<file path="src/rtl/key_conditioner.sv">
`default_nettype none
// ============================================================================
// Module   : key_conditioner
// Purpose  : Multi-channel push-button conditioner. Each channel synchronises
//            a raw key pin, normalises polarity, debounces it and produces a
//            debounced level, press/release pulses and a typematic
//            auto-repeat pulse stream.
// Ports    : clk_i      - system clock, rising-edge active
//            rst_i      - asynchronous active-high reset
//            keys_i     - raw key pins [N_KEYS-1:0], polarity per ACTIVE_LOW
//            level_o    - debounced pressed state (1 = pressed)
//            press_o    - one-cycle pulse per accepted press
//            release_o  - one-cycle pulse per accepted release
//            repeat_o   - pulse on press, then auto-repeat pulses while held
// Revision : 1.0 - initial release
// ============================================================================
module key_conditioner #(
  parameter int N_KEYS          = 3,
  parameter int DEBOUNCE_CYCLES = 500000,
  parameter int REPEAT_DELAY    = 25000000,
  parameter int REPEAT_PERIOD   = 5000000,
  parameter int ACTIVE_LOW      = 1
) (
  input  logic              clk_i,
  input  logic              rst_i,
  input  logic [N_KEYS-1:0] keys_i,
  output logic [N_KEYS-1:0] level_o,
  output logic [N_KEYS-1:0] press_o,
  output logic [N_KEYS-1:0] release_o,
  output logic [N_KEYS-1:0] repeat_o
);

  // Debounce counter tops out at DEBOUNCE_CYCLES-1.
  localparam int DB_W = (DEBOUNCE_CYCLES > 1) ? $clog2(DEBOUNCE_CYCLES) : 1;
  localparam logic [DB_W-1:0] DB_LAST = DB_W'(DEBOUNCE_CYCLES - 1);
  localparam logic [DB_W-1:0] DB_ONE  = DB_W'(1);

  // Repeat counter tops out at max(REPEAT_DELAY, REPEAT_PERIOD)-1.
  localparam int RC_MAX = (REPEAT_DELAY > REPEAT_PERIOD) ? REPEAT_DELAY : REPEAT_PERIOD;
  localparam int RC_W   = (RC_MAX > 1) ? $clog2(RC_MAX) : 1;
  localparam logic [RC_W-1:0] RD_LAST = RC_W'(REPEAT_DELAY - 1);
  localparam logic [RC_W-1:0] RP_LAST = RC_W'(REPEAT_PERIOD - 1);
  localparam logic [RC_W-1:0] RC_ONE  = RC_W'(1);

  // Level a synchroniser flop holds while no key is pressed.
  localparam logic REL_LVL = (ACTIVE_LOW != 0);

  typedef enum logic [1:0] {
    ST_IDLE       = 2'd0,
    ST_WAIT_FIRST = 2'd1,
    ST_WAIT_NEXT  = 2'd2
  } rpt_state_e;

  for (genvar gi = 0; gi < N_KEYS; gi++) begin : g_chan
    logic            sync1_q, sync2_q;
    logic            sample;
    logic [DB_W-1:0] db_cnt_q, db_cnt_d;
    logic            level_q, level_d;
    logic            press_q, press_d;
    logic            rel_q, rel_d;
    logic            rpt_q, rpt_d;
    rpt_state_e      st_q, st_d;
    logic [RC_W-1:0] rc_q, rc_d;

    // Normalise so that 1 always means pressed.
    assign sample = REL_LVL ? ~sync2_q : sync2_q;

    always_ff @(posedge clk_i or posedge rst_i) begin
      if (rst_i) begin
        sync1_q  <= REL_LVL;
        sync2_q  <= REL_LVL;
        db_cnt_q <= '0;
        level_q  <= 1'b0;
        press_q  <= 1'b0;
        rel_q    <= 1'b0;
        rpt_q    <= 1'b0;
        st_q     <= ST_IDLE;
        rc_q     <= '0;
      end else begin
        sync1_q  <= keys_i[gi];
        sync2_q  <= sync1_q;
        db_cnt_q <= db_cnt_d;
        level_q  <= level_d;
        press_q  <= press_d;
        rel_q    <= rel_d;
        rpt_q    <= rpt_d;
        st_q     <= st_d;
        rc_q     <= rc_d;
      end
    end

    // Debounce: count consecutive cycles of disagreement; any agreement
    // restarts the count, so only an unbroken run is accepted.
    always_comb begin
      db_cnt_d = '0;
      level_d  = level_q;
      press_d  = 1'b0;
      rel_d    = 1'b0;
      if (sample != level_q) begin
        if (db_cnt_q == DB_LAST) begin
          level_d = sample;
          press_d = sample;
          rel_d   = ~sample;
        end else begin
          db_cnt_d = db_cnt_q + DB_ONE;
        end
      end
    end

    // Repeat FSM. It reacts to the same-cycle press/release decisions so
    // the first repeat pulse lines up with press_o, and release takes
    // priority over a repeat falling due on the same edge.
    always_comb begin
      st_d  = st_q;
      rc_d  = rc_q;
      rpt_d = 1'b0;
      if (rel_d) begin
        st_d = ST_IDLE;
        rc_d = '0;
      end else if (press_d) begin
        rpt_d = 1'b1;
        rc_d  = '0;
        st_d  = (REPEAT_DELAY == 0) ? ST_IDLE : ST_WAIT_FIRST;
      end else begin
        case (st_q)
          ST_WAIT_FIRST: begin
            if (rc_q == RD_LAST) begin
              rpt_d = 1'b1;
              rc_d  = '0;
              st_d  = ST_WAIT_NEXT;
            end else begin
              rc_d = rc_q + RC_ONE;
            end
          end
          ST_WAIT_NEXT: begin
            if (rc_q == RP_LAST) begin
              rpt_d = 1'b1;
              rc_d  = '0;
            end else begin
              rc_d = rc_q + RC_ONE;
            end
          end
          default: begin
            st_d = ST_IDLE;
            rc_d = '0;
          end
        endcase
      end
    end

    assign level_o[gi]   = level_q;
    assign press_o[gi]   = press_q;
    assign release_o[gi] = rel_q;
    assign repeat_o[gi]  = rpt_q;
  end

endmodule
`default_nettype wire

</file>
<file path="config.mk">
export PLATFORM = sky130hd
export DESIGN_NAME = key_conditioner
export DESIGN_NICKNAME = d
export VERILOG_FILES = /design/src/rtl/key_conditioner.sv
export SDC_FILE = /design/constraint.sdc
export NUM_CORES = 1
export LEC_CHECK = 0
export ABC_AREA = 0
export CORE_MARGIN = 3
export CORE_UTILIZATION = 62
export DETAILED_ROUTE_END_ITERATION = 8
export PLACE_DENSITY = 0.8
export SLEW_MARGIN = 30
export SYNTH_ARGS = -nofsm -noshare
export SYNTH_HDL_FRONTEND = slang
export SYNTH_SLANG_ARGS = --single-unit
</file>
<file path="constraint.sdc">
create_clock -name clk_i -period 6.4 [get_ports clk_i]
set_clock_uncertainty 0.1 [all_clocks]
set_input_delay 0.96 -clock clk_i [delete_from_list [all_inputs] [get_ports clk_i]]
set_output_delay 0.96 -clock clk_i [all_outputs]
set_load 0.02 [all_outputs]
</file>
---- Word level (Yosys, flattened, before mapping) ----
Cells that the tools add are included.
operators by class
  add/sub/neg operators ................... 6
  multipliers ............................. 0
  divide/modulo/power cells ............... 0
  $lt $le $gt $ge ......................... 0
  equality and inequality tests ........... 24
  shifts and indexed selects .............. 0
  muxes and demuxes ....................... 60
  bitwise operators ....................... 3
  reduce and logical (&&, ||, !) cells .... 6
operators by type and width
  kind                                                                     count
  25-bit two-way mux                                                       12
  25-bit one-hot mux with 2 select lines                                   3
  19-bit two-way mux                                                       6
  25-bit by 1-bit adder with 25-bit output, second input constant          3
  25-bit by 23-bit equality test with 1-bit output, second input constant  3
  25-bit equality test, second input constant                              3
  19-bit by 1-bit adder with 19-bit output, second input constant          3
  19-bit equality test, second input constant                              3
  1-bit two-way mux                                                        24
  2-bit two-way mux                                                        9
  4-bit inequality test, second input constant                             3
  2-bit one-hot mux with 2 select lines                                    3
  2-bit AND reduction                                                      6
  3-bit inequality test, second input constant                             3
  2-bit by 1-bit equality test with 1-bit output, second input constant    3
  2-bit equality test, second input constant                               3
  1-bit one-hot mux with 2 select lines                                    3
  1-bit inequality test                                                    3
  1-bit inverter                                                           3
word-level totals
  register bits ........................... 156
  latch bits .............................. 0
  memory bits (writable) .................. 0
  ROM bits ................................ 0
  input port bits ......................... 5
  output and inout port bits .............. 12
  word-level logic and storage cells ...... 126
  memories kept ........................... 0

---- Logic depth before layout (Yosys ltp) ----
  word-level depth ........................ 5
  gate-level depth with buffers ........... 8
  mapped depth without buffers ............ 7

---- Worst setup path before layout ----
No wires, ideal clock.
  path type ............................... register to register
  start point ............................. register g_chan[2].rc_q[10]
  end point ............................... register g_chan[2].rc_q[10]
  library setup time ...................... 119 ps
  data arrival time ....................... 2203 ps
  required time ........................... 6181 ps
  path slack .............................. 3979 ps
  cell stages (with the launch flop) ...... 8
  buffers on the path ..................... 2
  clock period less this slack ............ 2421 ps
  cells stage by stage .................... dfrtp_1 or4_1 or4_1 buf_2 o31ai_1 a221o_2 buf_6 nor2_1
on the way
  word-level cells in the longest chain between the ends .. 5
  elaborated cells on any way between the ends .. 8
  those cells by class .................... 1 x add/sub; 2 x eq/ne; 5 x mux
ends and longest elaborated chain
  what                                                                    RTL line  RTL
  start, declared                                                         63        logic [RC_W-1:0] rc_q, rc_d;
  start signal, assigned                                                  88        rc_q <= rc_d;
  25-bit by 1-bit adder with 25-bit output, or another cell as far along  132, 140
  25-bit two-way mux, on equally long branches                            136, 127
  25-bit one-hot mux with 2 select lines *                                125       case (st_q)
  25-bit two-way mux *                                                    120       end else if (press_d) begin
  25-bit two-way mux *                                                    117       if (rel_d) begin
  net g_chan[2].rc_d[10]                                                  63
The timed path passes the listed nets; every way through them passes the cells marked *.
A chain may end at the register's enable or synchronous reset.

---- Worst setup path in the final report ----
  start point ............................. register g_chan[1].rc_q[10]
  end point ............................... register g_chan[1].rc_q[10]
on the way
  word-level cells in the longest chain between the ends .. 5
  elaborated cells on any way between the ends .. 8
  those cells by class .................... 1 x add/sub; 2 x eq/ne; 5 x mux
ends and longest elaborated chain
  what                                                                    RTL line
  start, declared                                                         63
  start signal, assigned                                                  88
  25-bit by 1-bit adder with 25-bit output, or another cell as far along  132, 140
  25-bit two-way mux, on equally long branches                            136, 127
  25-bit one-hot mux with 2 select lines *                                125
  25-bit two-way mux *                                                    120
  25-bit two-way mux *                                                    117
  net g_chan[1].rc_d[10]                                                  63
Marked as above.

==> impl_metrics.tcl <==
set metrics [dict create \
    criticalPathCategory "reg -> reg" \
    grt_pass1_wl_mm 25.5 \
    grt.overflow.total 0 \
    slew_headroom 0.393 \
    track_usage 0.220 \
    p_leak_nw 3.49 \
    power_density_nw_per_um2 255 \
    cp_max_fo 25 \
    layout_common_cells "nor2_1, dfrtp_1, xor2_1, xnor2_1, nand3_1" \
    rsz0062_at_grt "false" \
    finalWeightedCongestion 0.851 \
    syn-cell-area_sq_um 7710 \
    hold_slack_ns 0.256 \
    drtIter0Drc 519 \
    num_rows 40 \
    syn2layout_area_growth_pct 11.5 \
    dieHeight_um 118 \
    ys_seq_area_frac 0.507 \
    critPathMostFrequentCell "or4_1" \
    drt_pass1_iterations 4 \
    hp-class "reg -> reg" \
    finalSetupTns_ns 0 \
    fin_nets 806 \
    clockBufferDepth 2 \
    grt_max_degree 103 \
    wl_per_cell_um 14.9 \
    slowest_stage "a221o_1" \
    cts_tree "done" \
    via_per_inst 5.77 \
    cts-htree-levels 4 \
    hold_violations 0 \
    outcome "finished, final reports clean" \
    antenna_found_initial 0 \
    cts_buffers 17 \
    initial_core_util 0.639 \
    endpoint_kind "flip-flop" \
    ys_types 53 \
    max_freq_ghz 0.331 \
    cpPeakStageDelay_ns 0.79 \
    post_cts_buffers 0 \
    routed_wl_mm 14.5 \
    hold_buffers 0 \
    clock_sinks 156 \
    yosysWarnings 0 \
    start_kind "flip-flop" \
    grt_pass1_vias 5695 \
    ctsResizeCount 0 \
    antennaDiodeCount 0 \
    synth_edf_count 0 \
    clkTransAtPathRegs_ns 0.06 \
    drc 0 \
    async_flop_share 1.00 \
    syn-num-nets 805 \
    required_ns 6.57 \
    ys.flop_type "dfrtp_1" \
    die-area_sq_um 13800 \
    avgSynthCellArea_sq_um 9.78 \
    portBuffers 16 \
    drv_cap 0 \
    finish.utilization 0.712 \
    layout_commonest_cell "nor2_1" \
    via_count 5594 \
    drive_gt1_frac 0.0611 \
    dieWidth_um 118 \
    core_area_sq_um 12100 \
    cp_data_arrival_time_ns 3.19 \
    tightest_slew_ns 0.910 \
    setup_viol 0 \
    peakVddDrop_uv 189 \
    finalNonFillerCells 970 \
    cts_root_buf "clkbuf_16" \
    path_cells "or4_1 > or4_1 > o21ai_0 > a221o_1 > nor2_1" \
    fin_crit_sh 0.473 \
    synth-seq-cells 156 \
    dpl.cell_count 938 \
    clk_latency_ns 0.43 \
    finalCriticalPeriod_ns 3.03 \
    postRouteAntennaNets 0 \
    slew_viol_final 0 \
    ios 17 \
    syn_inst 788 \
    hpwl_mm 9.28 \
]
cell type report:
type | instances | area, sq um
fillers | 830 | 3470
flip-flops and latches | 156 | 3910
inverters | 26 | 105
well taps | 168 | 210
clock buffers | 21 | 470
clock inverters | 11 | 213
multi-input cells | 570 | 3510
repair buffers | 18 | 175
synthesized netlist by cell type, types with 2 or more instances:
library cell    n  area share
and2_1          3      0.0024
or2_2           3      0.0024
nor4b_1         5      0.0057
ha_1           12       0.019
o31ai_1         3      0.0029
buf_6           2      0.0029
a21oi_1         4      0.0026
and4_1         15       0.017
buf_4          14       0.014
nor4bb_1        2      0.0026
and3_1         26       0.021
a221o_1         2      0.0026
xnor2_1        53       0.060
a211oi_1        2      0.0019
buf_2           6      0.0039
nand3b_1        2      0.0019
nor4_1         13       0.011
xor2_1         71       0.081
nand2b_1        3      0.0024
nor2b_1         2      0.0016
nand3_1        52       0.034
buf_1           2     0.00097
o21ai_0         5      0.0032
inv_1          26       0.013
o21bai_1        2      0.0019
or3_1           5      0.0041
nand4b_1        4      0.0045
dfstp_2         6       0.020
clkbuf_1       12      0.0058
nor3_1         18       0.012
a22oi_1         2      0.0019
nand4_1        32       0.026
nand2_1        43       0.021
nor2_1        161       0.078
dfrtp_1       150        0.49
or4_1           8      0.0078
state kept, by name (all words and copies together) (netlist names):
| register | cells |
|---|---|
| g_chan.db_cnt_q | 57 |
| g_chan.level_q | 3 |
| g_chan.press_q | 3 |
| g_chan.rc_q | 75 |
| g_chan.rel_q | 3 |
| g_chan.rpt_q | 3 |
| g_chan.st_q | 6 |
| g_chan.sync1_q | 3 |
| g_chan.sync2_q | 3 |
cell families after synthesis:
logic type      after synthesis  share of synthesized area
simple gates                401                      0.260
compound gates               32                     0.0313
mux                           1                    0.00130
buf+inv                      62                     0.0399
fa+ha+maj                    12                     0.0195
flops                       156                      0.507
xor+xnor                    124                      0.141
power breakdown:
group          internal (mW)  switching, mW
clock network          0.761          0.388
logic                0.00835         0.0291
registers              0.995        0.00658
total                   1.76          0.424
final timing paths:
| check | from | end | slack, ns | depth (start not counted) |
|---|---|---|---|---|
| min | g_chan[1].sync1_q$_DFF_PP1_ | g_chan[1].sync2_q$_DFF_PP1_ | 0.26 | 0 |
| min reg2reg | g_chan[1].sync1_q$_DFF_PP1_ | g_chan[1].sync2_q$_DFF_PP1_ | 0.26 | 0 |
| max in group asynchronous | rst_i | g_chan[0].db_cnt_q[14]$_DFF_PP0_ | 4.08 | 3 |
| min in group asynchronous | rst_i | g_chan[1].rc_q[17]$_DFF_PP0_ | 0.95 | 2 |
| max | g_chan[1].rc_q[10]$_DFF_PP0_ | g_chan[1].rc_q[10]$_DFF_PP0_ | 3.37 | 5 |
| max reg2reg | g_chan[1].rc_q[10]$_DFF_PP0_ | g_chan[1].rc_q[10]$_DFF_PP0_ | 3.37 | 5 |
worst max-delay path, delay by kind of cell, from the launching register on:
| family | cells | cell delay, ns |
|---|---|---|
| AO/OA/AOI/OAI | 2 | 1.05 |
| AND/OR/NAND/NOR | 3 | 1.32 |
| flip-flops | 1 | 0.40 |
metrics by stage:
step / setup WS [ns] / area, sq um / power [mW]
6_report: 3.37 / 8590 / 2.19
5_1_grt: 3.11 / 8590 / 2.25
4_1_cts: 3.39 / 8580 / 2.20
3_5_place_dp: 3.42 / 7900 / 1.06
3_3_place_gp: 3.46 / 7890 / 1.06
2_1_floorplan: 1.14 / 7710 / 1.05
layer usage:
metal	vias up	global-route usage	share of wire
li1	2685	-	-
met1	2755	0.285	0.45
met2	121	0.365	0.49
met4	0	0.0923	0.022
met3	33	0.0452	0.036
met5	-	0	0
No activity file was read; power rests on OpenSTA's default activity.
